### src/rtl/priority_scan_encoder.sv
// Registered priority scan encoder: accepts an N-bit request vector and emits the
// index of every set bit, one per valid/ready transfer, in priority order.
module priority_scan_encoder #(
    parameter int N         = 8,
    parameter int W         = (N > 1) ? $clog2(N) : 1,
    parameter bit LOW_FIRST = 1'b0
) (
    input  logic         clk,
    input  logic         rst_n,
    input  logic         in_valid,
    output logic         in_ready,
    input  logic [N-1:0] in_vec,
    output logic         out_valid,
    input  logic         out_ready,
    output logic [W-1:0] out_idx,
    output logic         out_last,
    output logic         busy,
    output logic         o_dbg_state
);

    // Handshakes: a transfer happens on a rising edge where valid & ready are both
    // high; a valid side holds its payload stable until that transfer.
    typedef enum logic {ST_IDLE = 1'b0, ST_SCAN = 1'b1} state_t;

    state_t       r_state;
    logic [N-1:0] r_pending;
    logic [W-1:0] r_idx;
    logic         r_last;
    logic         r_out_valid;
    logic         r_in_ready;
    logic         r_busy;

    logic [N-1:0] w_remain;
    logic [N-1:0] w_src;
    logic [W-1:0] w_pick;
    logic         w_pick_last;

    // One selector serves both the accept path (fresh vector) and the advance path
    // (pending vector with the current index removed).
    always_comb begin
        w_remain = r_pending;
        for (int i = 0; i < N; i++) begin
            if (W'(i) == r_idx) begin
                w_remain[i] = 1'b0;
            end
        end
        w_src = (r_state == ST_SCAN) ? w_remain : in_vec;
        w_pick = '0;
        if (LOW_FIRST) begin
            for (int i = N - 1; i >= 0; i--) begin
                if (w_src[i]) w_pick = W'(i);
            end
        end else begin
            for (int i = 0; i < N; i++) begin
                if (w_src[i]) w_pick = W'(i);
            end
        end
        w_pick_last = (w_src != '0) && ((w_src & (w_src - N'(1))) == '0);
    end

    always_ff @(posedge clk or negedge rst_n) begin
        if (!rst_n) begin
            r_state     <= ST_IDLE;
            r_pending   <= '0;
            r_idx       <= '0;
            r_last      <= 1'b0;
            r_out_valid <= 1'b0;
            r_in_ready  <= 1'b1;
            r_busy      <= 1'b0;
        end else begin
            case (r_state)
                ST_IDLE: begin
                    // An all-zero vector is accepted and dropped without output.
                    if (in_valid && (in_vec != '0)) begin
                        r_state     <= ST_SCAN;
                        r_pending   <= in_vec;
                        r_idx       <= w_pick;
                        r_last      <= w_pick_last;
                        r_out_valid <= 1'b1;
                        r_in_ready  <= 1'b0;
                        r_busy      <= 1'b1;
                    end
                end
                ST_SCAN: begin
                    if (out_ready) begin
                        if (r_last) begin
                            r_state     <= ST_IDLE;
                            r_pending   <= '0;
                            r_idx       <= '0;
                            r_last      <= 1'b0;
                            r_out_valid <= 1'b0;
                            r_in_ready  <= 1'b1;
                            r_busy      <= 1'b0;
                        end else begin
                            r_pending <= w_remain;
                            r_idx     <= w_pick;
                            r_last    <= w_pick_last;
                        end
                    end
                end
                default: r_state <= ST_IDLE;
            endcase
        end
    end

    assign in_ready    = r_in_ready;
    assign out_valid   = r_out_valid;
    assign out_idx     = r_idx;
    assign out_last    = r_last;
    assign busy        = r_busy;
    assign o_dbg_state = r_state;

endmodule
### config.mk
export PLATFORM = sky130hd
export DESIGN_NAME = priority_scan_encoder
export DESIGN_NICKNAME = d
export VERILOG_FILES = /design/src/rtl/priority_scan_encoder.sv
export SDC_FILE = /design/constraint.sdc
export NUM_CORES = 1
export LEC_CHECK = 0
export ABC_AREA = 1
export BUFFER_PORTS_ARGS = -buffer_cell sky130_fd_sc_hd__buf_2
export CAP_MARGIN = 25
export CORE_MARGIN = 3
export CORE_UTILIZATION = 55
export CTS_BUF_LIST = sky130_fd_sc_hd__clkbuf_8
export DETAILED_ROUTE_END_ITERATION = 8
export PLACE_DENSITY_LB_ADDON = 0.15
export SLEW_MARGIN = 20
export SYNTH_ARGS = -nofsm -noshare
export SYNTH_HDL_FRONTEND = slang
export SYNTH_SLANG_ARGS = --single-unit
### constraint.sdc
create_clock -name clk -period 1.5 [get_ports clk]
set_input_delay 0 -clock clk [delete_from_list [all_inputs] [get_ports clk]]
set_output_delay 0 -clock clk [all_outputs]
set_load 0.01 [all_outputs]
After elaboration in Yosys (flattened, before gate mapping):

Cells that the tools add are included.

* output and inout bits: 8
* bits of input ports: 12
* register bits: 15
* logic and storage cells: 67

* multiplexer cells: 40
* eq/ne operators: 10
* add/subtract/negate cells: 1
* reduce and logical (&&, ||, !) cells: 8
* bitwise logic cells: 2

Operator list (count)
* 8-bit 2-to-1 mux: 4
* 3-bit 2-to-1 mux: 9
* 1-bit 2-to-1 mux: 21
* 8-bit one-hot mux with 2 select lines: 1
* 8-bit nonzero test: 2
* 3-bit equality test (first input constant): 4
* 8-bit bitwise AND: 1
* 8-bit zero test: 1
* 1-bit one-hot mux with 2 select lines: 4
* 8-bit by 1-bit subtractor with 8-bit output (second input constant): 1
* 2-bit by 3-bit equality test with 1-bit output (first input constant): 2
* 3-bit one-hot mux with 2 select lines: 1
* 2-bit inequality test (second input constant): 2
* 1-bit by 3-bit equality test with 1-bit output (first input constant): 1
* 3-bit zero test: 1
* 3-bit AND reduction: 1
* 1-bit logical AND: 2
* 2-bit by 1-bit inequality test with 1-bit output (second input constant): 1
* 2-bit AND reduction: 1
* 1-bit inverter: 1

Depth between registers and ports, before layout:

* depth in word-level cells: 13
* mapped depth: 12
* mapped depth without buffers: 12

Worst setup path after synthesis:

Ideal clock, no wire load.

* kind: register to register
* start point: register r_state (netlist: o_dbg_state)
* end point: register r_last (netlist: out_last)
* arrival time: 1.283 ns
* clock period less this slack: 1.399 ns
* path buffers: 1
* library setup time: 0.116 ns
* path slack: 0.101 ns
* required time: 1.384 ns
* cell stages (with the launch flop): 12
* cell sequence: dfrtp_1 buf_6 nand2_1 inv_2 a21oi_2 nand2_1 nor2_1 nand2_1 nand3_1 nor2_1 nand2_1 nand2_1

* cells in the longest elaborated chain, start to end: 8
* elaborated cells between the ends (all ways): 14
* those cells by class: add/sub (1); eq/ne (2); mux (5); bitwise (2); reduce/logical (4)

Ends and longest elaborated chain
* start: declaration: line 25 `state_t r_state;`
* start signal: assignment: line 63 `r_state <= ST_IDLE;`
* start signal: assignment: line 75 `r_state <= ST_SCAN;`
* start signal: assignment: line 87 `r_state <= ST_IDLE;`
* 8-bit 2-to-1 mux: line 47 `w_src = (r_state == ST_SCAN) ? w_remain : in_vec;`
* 8-bit by 1-bit subtractor with 8-bit output: line 58 `w_pick_last = (w_src != '0) && ((w_src & (w_src - N'(1))) == '0);`
* 8-bit bitwise AND: line 58
* 8-bit zero test: line 58
* 1-bit logical AND: line 58
* 1-bit 2-to-1 mux: line 86 `if (r_last) begin`
* 1-bit 2-to-1 mux: line 85 `if (out_ready) begin`
* 1-bit one-hot mux with 2 select lines: line 71 `case (r_state)`
* end signal: assignment: line 78 `r_last <= w_pick_last;`
* end signal: assignment: line 97 `r_last <= w_pick_last;`
* end: declaration: line 28 `logic r_last;`

Several ways; a longest one is shown, not always the timed one. The select of a mux whose other input is x is not followed.
A chain may end at the register's enable or synchronous reset.

Worst setup path after layout:

* start point: register r_idx[0] (netlist: out_idx[0])
* end point: register r_last (netlist: out_last)

* cells in the longest elaborated chain, start to end: 10
* elaborated cells between the ends (all ways): 26
* those cells by class: add/sub (1); eq/ne (7); mux (13); bitwise (1); reduce/logical (4)

Ends and longest elaborated chain
* start: declaration: line 27 `logic [W-1:0] r_idx;`
* start signal: assignment: line 77 `r_idx <= w_pick;`
* start signal: assignment: line 96 `r_idx <= w_pick;`
* 1-bit by 3-bit equality test with 1-bit output, or another cell as far along: line 43 `if (W'(i) == r_idx) begin`
* 1-bit 2-to-1 mux: line 43
* 8-bit 2-to-1 mux *: line 47
* 8-bit by 1-bit subtractor with 8-bit output: line 58
* 8-bit bitwise AND: line 58
* 8-bit zero test: line 58
* 1-bit logical AND *: line 58
* 1-bit 2-to-1 mux: line 86
* 1-bit 2-to-1 mux: line 85
* 1-bit one-hot mux with 2 select lines *: line 71

Every way passes the cells marked *; elsewhere a longest branch is shown, timed or not. The select of a mux whose other input is x is not followed.

==> run summary <==
The flow ran to the end, but the final reports show violations. The final reports fail on negative setup slack. The number of pins with negative max-slew slack in the final report was 0. Timing would allow up to 644.5 MHz. For this design the total switching power over the nets is 1844 µW.

The count of different cell masters after synthesis is 20. The total number of vias is 1272. STA classifies the critical path startpoint as a flop. Yosys attributes the largest share of cell area to sky130_fd_sc_hd__dfrtp_1 33%, sky130_fd_sc_hd__nand2_1 22%, sky130_fd_sc_hd__nand3_1 7.5%, sky130_fd_sc_hd__nor2_1 7.1%, sky130_fd_sc_hd__inv_1 4.6%.

The minimum period implied by the final worst setup slack came out at 1.552 ns. The number of diodes came out at 0. In this run the most used layer during global routing was met2. Setup total negative slack on the finished layout was measured at -0.05162 ns. In the global route stage, met1 resource usage came out at 33.33%.

A synthesized cell averages 6.453 µm². The boundary pin count came out at 20. The logic depth of the worst register-to-register path came out at 10. Entering global routing, the biggest net connects 16 pins. The leading area contributor after synthesis is sky130_fd_sc_hd__dfrtp_1. The first global-routing pass estimated 5.002 mm of wire. Setup repair after global routing could not meet its margin everywhere. The worst setup path is captured at a flop. The floorplan step defined a die boundary enclosing 2500 µm². The share of final-layout standard cells stronger than drive strength 1 came out at 44.16%.

The cell with the most instances after synthesis is sky130_fd_sc_hd__nand2_1. The global routing usage summed across all routing layers came out at 26.73%. The type of the most critical hold path is in2reg. The cell depth of the worst hold path came out at 2.

The number of warnings issued by yosys came out at 0. The buffer depth of the longest clock path came out at 2. The total CTS buffers came out at 3. After detailed routing, the number of remaining DRC violations is 0. In this run, the combinational gates consume 69.3% of the power. The share of synthesized area in the top cell type comes to 32.90%.

For this run, the leading register cell type out of synthesis is sky130_fd_sc_hd__dfrtp_1. The clock-pin slew on the worst setup and hold paths is 0.06 ns. The slack of the critical path is -0.05162 ns.

The slack of the worst reg-to-reg path came out at -0.05 ns. The summed instance area of the synthesized netlist came out at 1065 µm². The clock share of power is 9.4%. Summed over all layers, the global routing overflow is 0. TritonCTS built the clock tree. The worst supply voltage drop on vdd is 1573 µV. By startpoint and endpoint, the worst setup path is classified as reg2reg. The latest clock arrival within the worst-skew pair is 0.25 ns. The global-route met2 utilization is 43.26%. In the synthesized netlist, the number of instances is 165.

After synthesis, the share of flip-flops with an asynchronous set or reset is 100.0%. The depth of the CTS H-tree came out at 1. The via count of the first global-routing pass came out at 1132. The share of the yosys chip area belonging to registers came out at 35.37%. The internal portion of total power came out at 1753 µW.

The synthesized net count came out at 177. The residual antenna-violating net count after detailed routing came out at 0. The signal arrival time at the worst endpoint is 1.70 ns. The effective utilization at floorplan is 59.72%. Using the TritonRoute via totals, the vias-per-cell ratio works out to 5.730.

The worst slew margin relative to its limit came out at 75.49%. The setup slack at placement came out at 0.01261 ns. The sum of routed wire length over all layers is 3.310 mm.

The number of iterations in the first detailed-routing pass came out at 5. The layout overhead on the synthesized area came out at 38.66%. The number of hold violations in the final report is 0. The row count is 15.

The floorplan step set the die height to 50 µm. The number of DRC violations after detailed-routing iteration 0 is 76. CTS placed an instance of sky130_fd_sc_hd__clkbuf_8 at the clock tree root. The width of the chip is 50 µm.

The final HPWL from detailed placement is 2.243 mm. The detailed-route wire length per cell came out at 14.91 µm. The core footprint is 1783 µm². In this run the power density over the cells is 2436 nW/µm². Routability-driven placement finished with a final weighted congestion of 0.9601.

The reported max-cap violation count came out at 0. The fraction of the cycle the final worst path needs is 103.4%. In this run, synthesis produced a sequential element count of 15.

The number of nets at the end of the flow is 210. The analysis attributes to cell leakage a power of 0.0007756 µW. The number of buffers inserted by port buffering came out at 19. The layout has 112 filler cells.

The relative contribution of sequential cells to total power came out at 21.3%. The total design power came out at 3597 µW. For met3 alone, demand over resource in global routing was 5.740%. The commonest cells after synthesis are 62 x sky130_fd_sc_hd__nand2_1, 20 x sky130_fd_sc_hd__nor2_1, 16 x sky130_fd_sc_hd__nand3_1. The actual transition at the worst max-transition pin is 0.3677 ns. The switching share of total power is 51.27%. The count of final setup violators is 1.

The number of antenna violations at the first check in global routing came out at 0. The worst path required time came out at 1.65 ns. The number of enable-type register cells in the synthesized netlist came out at 0. The number of sinks driven by the clock tree came out at 15. The peak fanout along the critical path came out at 7. The worst clock skew is 0.001099 ns.
-- layout by cell type (no fill, tap or decap), drive strengths merged --
cell,n
nand2,65
o211ai,2
nand3,16
inv,18
clkbuf,3
a31oi,7
buf,30
dfstp,1
clkinv,2
o21ai,6
nand4,1
nor2,22
a21boi,4
o22ai,2
dfrtp,14
a21oi,3
dlygate4sd3,1
-- timing repair --
item,CTS,global route
setup endpoints to repair,1,9
hold endpoints to repair,15,0
gates resized for setup,6,47
setup buffers,0,3
hold buffers,1,0
pin swaps,0,17
-- worst max-delay path: stages, from the launching register on --
cell                       delay (ns)
sky130_fd_sc_hd__dfrtp_2         0.48
sky130_fd_sc_hd__clkinv_4        0.11
sky130_fd_sc_hd__nand3_2         0.12
sky130_fd_sc_hd__a21boi_4        0.21
sky130_fd_sc_hd__nand2_1         0.10
sky130_fd_sc_hd__nor2_2          0.13
sky130_fd_sc_hd__nand2_1         0.07
sky130_fd_sc_hd__nand3_1         0.07
sky130_fd_sc_hd__nor2_1          0.05
sky130_fd_sc_hd__nand2_1         0.05
sky130_fd_sc_hd__nand2_1         0.05
-- state kept, by name, indices dropped and copies added (netlist names) --
register	flops
r_pending	8
out_idx	3
busy	1
in_ready	1
o_dbg_state	1
out_last	1
-- metal layers --
metal / vias to the layer above / share of wire (%) / wire, µm
met5: - / 0 / 0
met4: 0 / 2.3 / 77
met3: 10 / 8.8 / 291
met2: 78 / 48 / 1604
met1: 587 / 40 / 1337
li1: 597 / - / -
-- final cells by class --
class | count | area, µm² | share of cell area, %
Multi-Input combinational cell | 128 | 740.7 | 50.17
Sequential cell | 15 | 379.1 | 25.68
Inverter | 19 | 81.33 | 5.508
Clock buffer | 3 | 41.29 | 2.797
Clock inverter | 1 | 3.754 | 0.2542
Timing Repair Buffer | 31 | 198.9 | 13.47
Tap cell | 25 | 31.28 | 2.119
-- cells by family (layout without fill, tap and decap cells) --
kind of cell / after synthesis / after routing / share of synthesized area (%)
DFF: 15 / 15 / 35.37
buffers and inverters: 22 / 54 / 9.165
and+or+nand+nor: 104 / 104 / 39.95
AOI/OAI and AO/OA: 24 / 24 / 15.51
-- power by group through the flow --
stage | Combinational, µW | Sequential [µW] | Clock [µW]
after floorplan | 1300 | 763 | 0
after global placement | 1820 | 714 | 0
after detailed placement | 1860 | 727 | 0
after CTS | 1930 | 727 | 337
after global routing | 2730 | 792 | 362
final | 2490 | 765 | 339
-- per-stage QoR --
step	util, %	hold WS, ns	std cells	instance area, µm²
after floorplan	-	-0.2956	165	1065
after global placement	68.70	-0.07727	214	1225
after detailed placement	68.70	-0.07107	214	1225
after CTS	72.84	0.004619	219	1299
after global routing	82.81	0.01540	222	1476
final	82.81	0.01560	222	1476
-- worst paths after layout --
check | from | to
max in group asynchronous | rst_n | in_ready
min in group asynchronous | rst_n | r_pending[3]
setup / recovery | out_idx[0] | out_last
hold / removal | out_ready | o_dbg_state
setup reg to reg | out_idx[0] | out_last
hold reg to reg | r_pending[4] | r_pending[4]
Note: power is estimated with default switching activity, not from simulation.
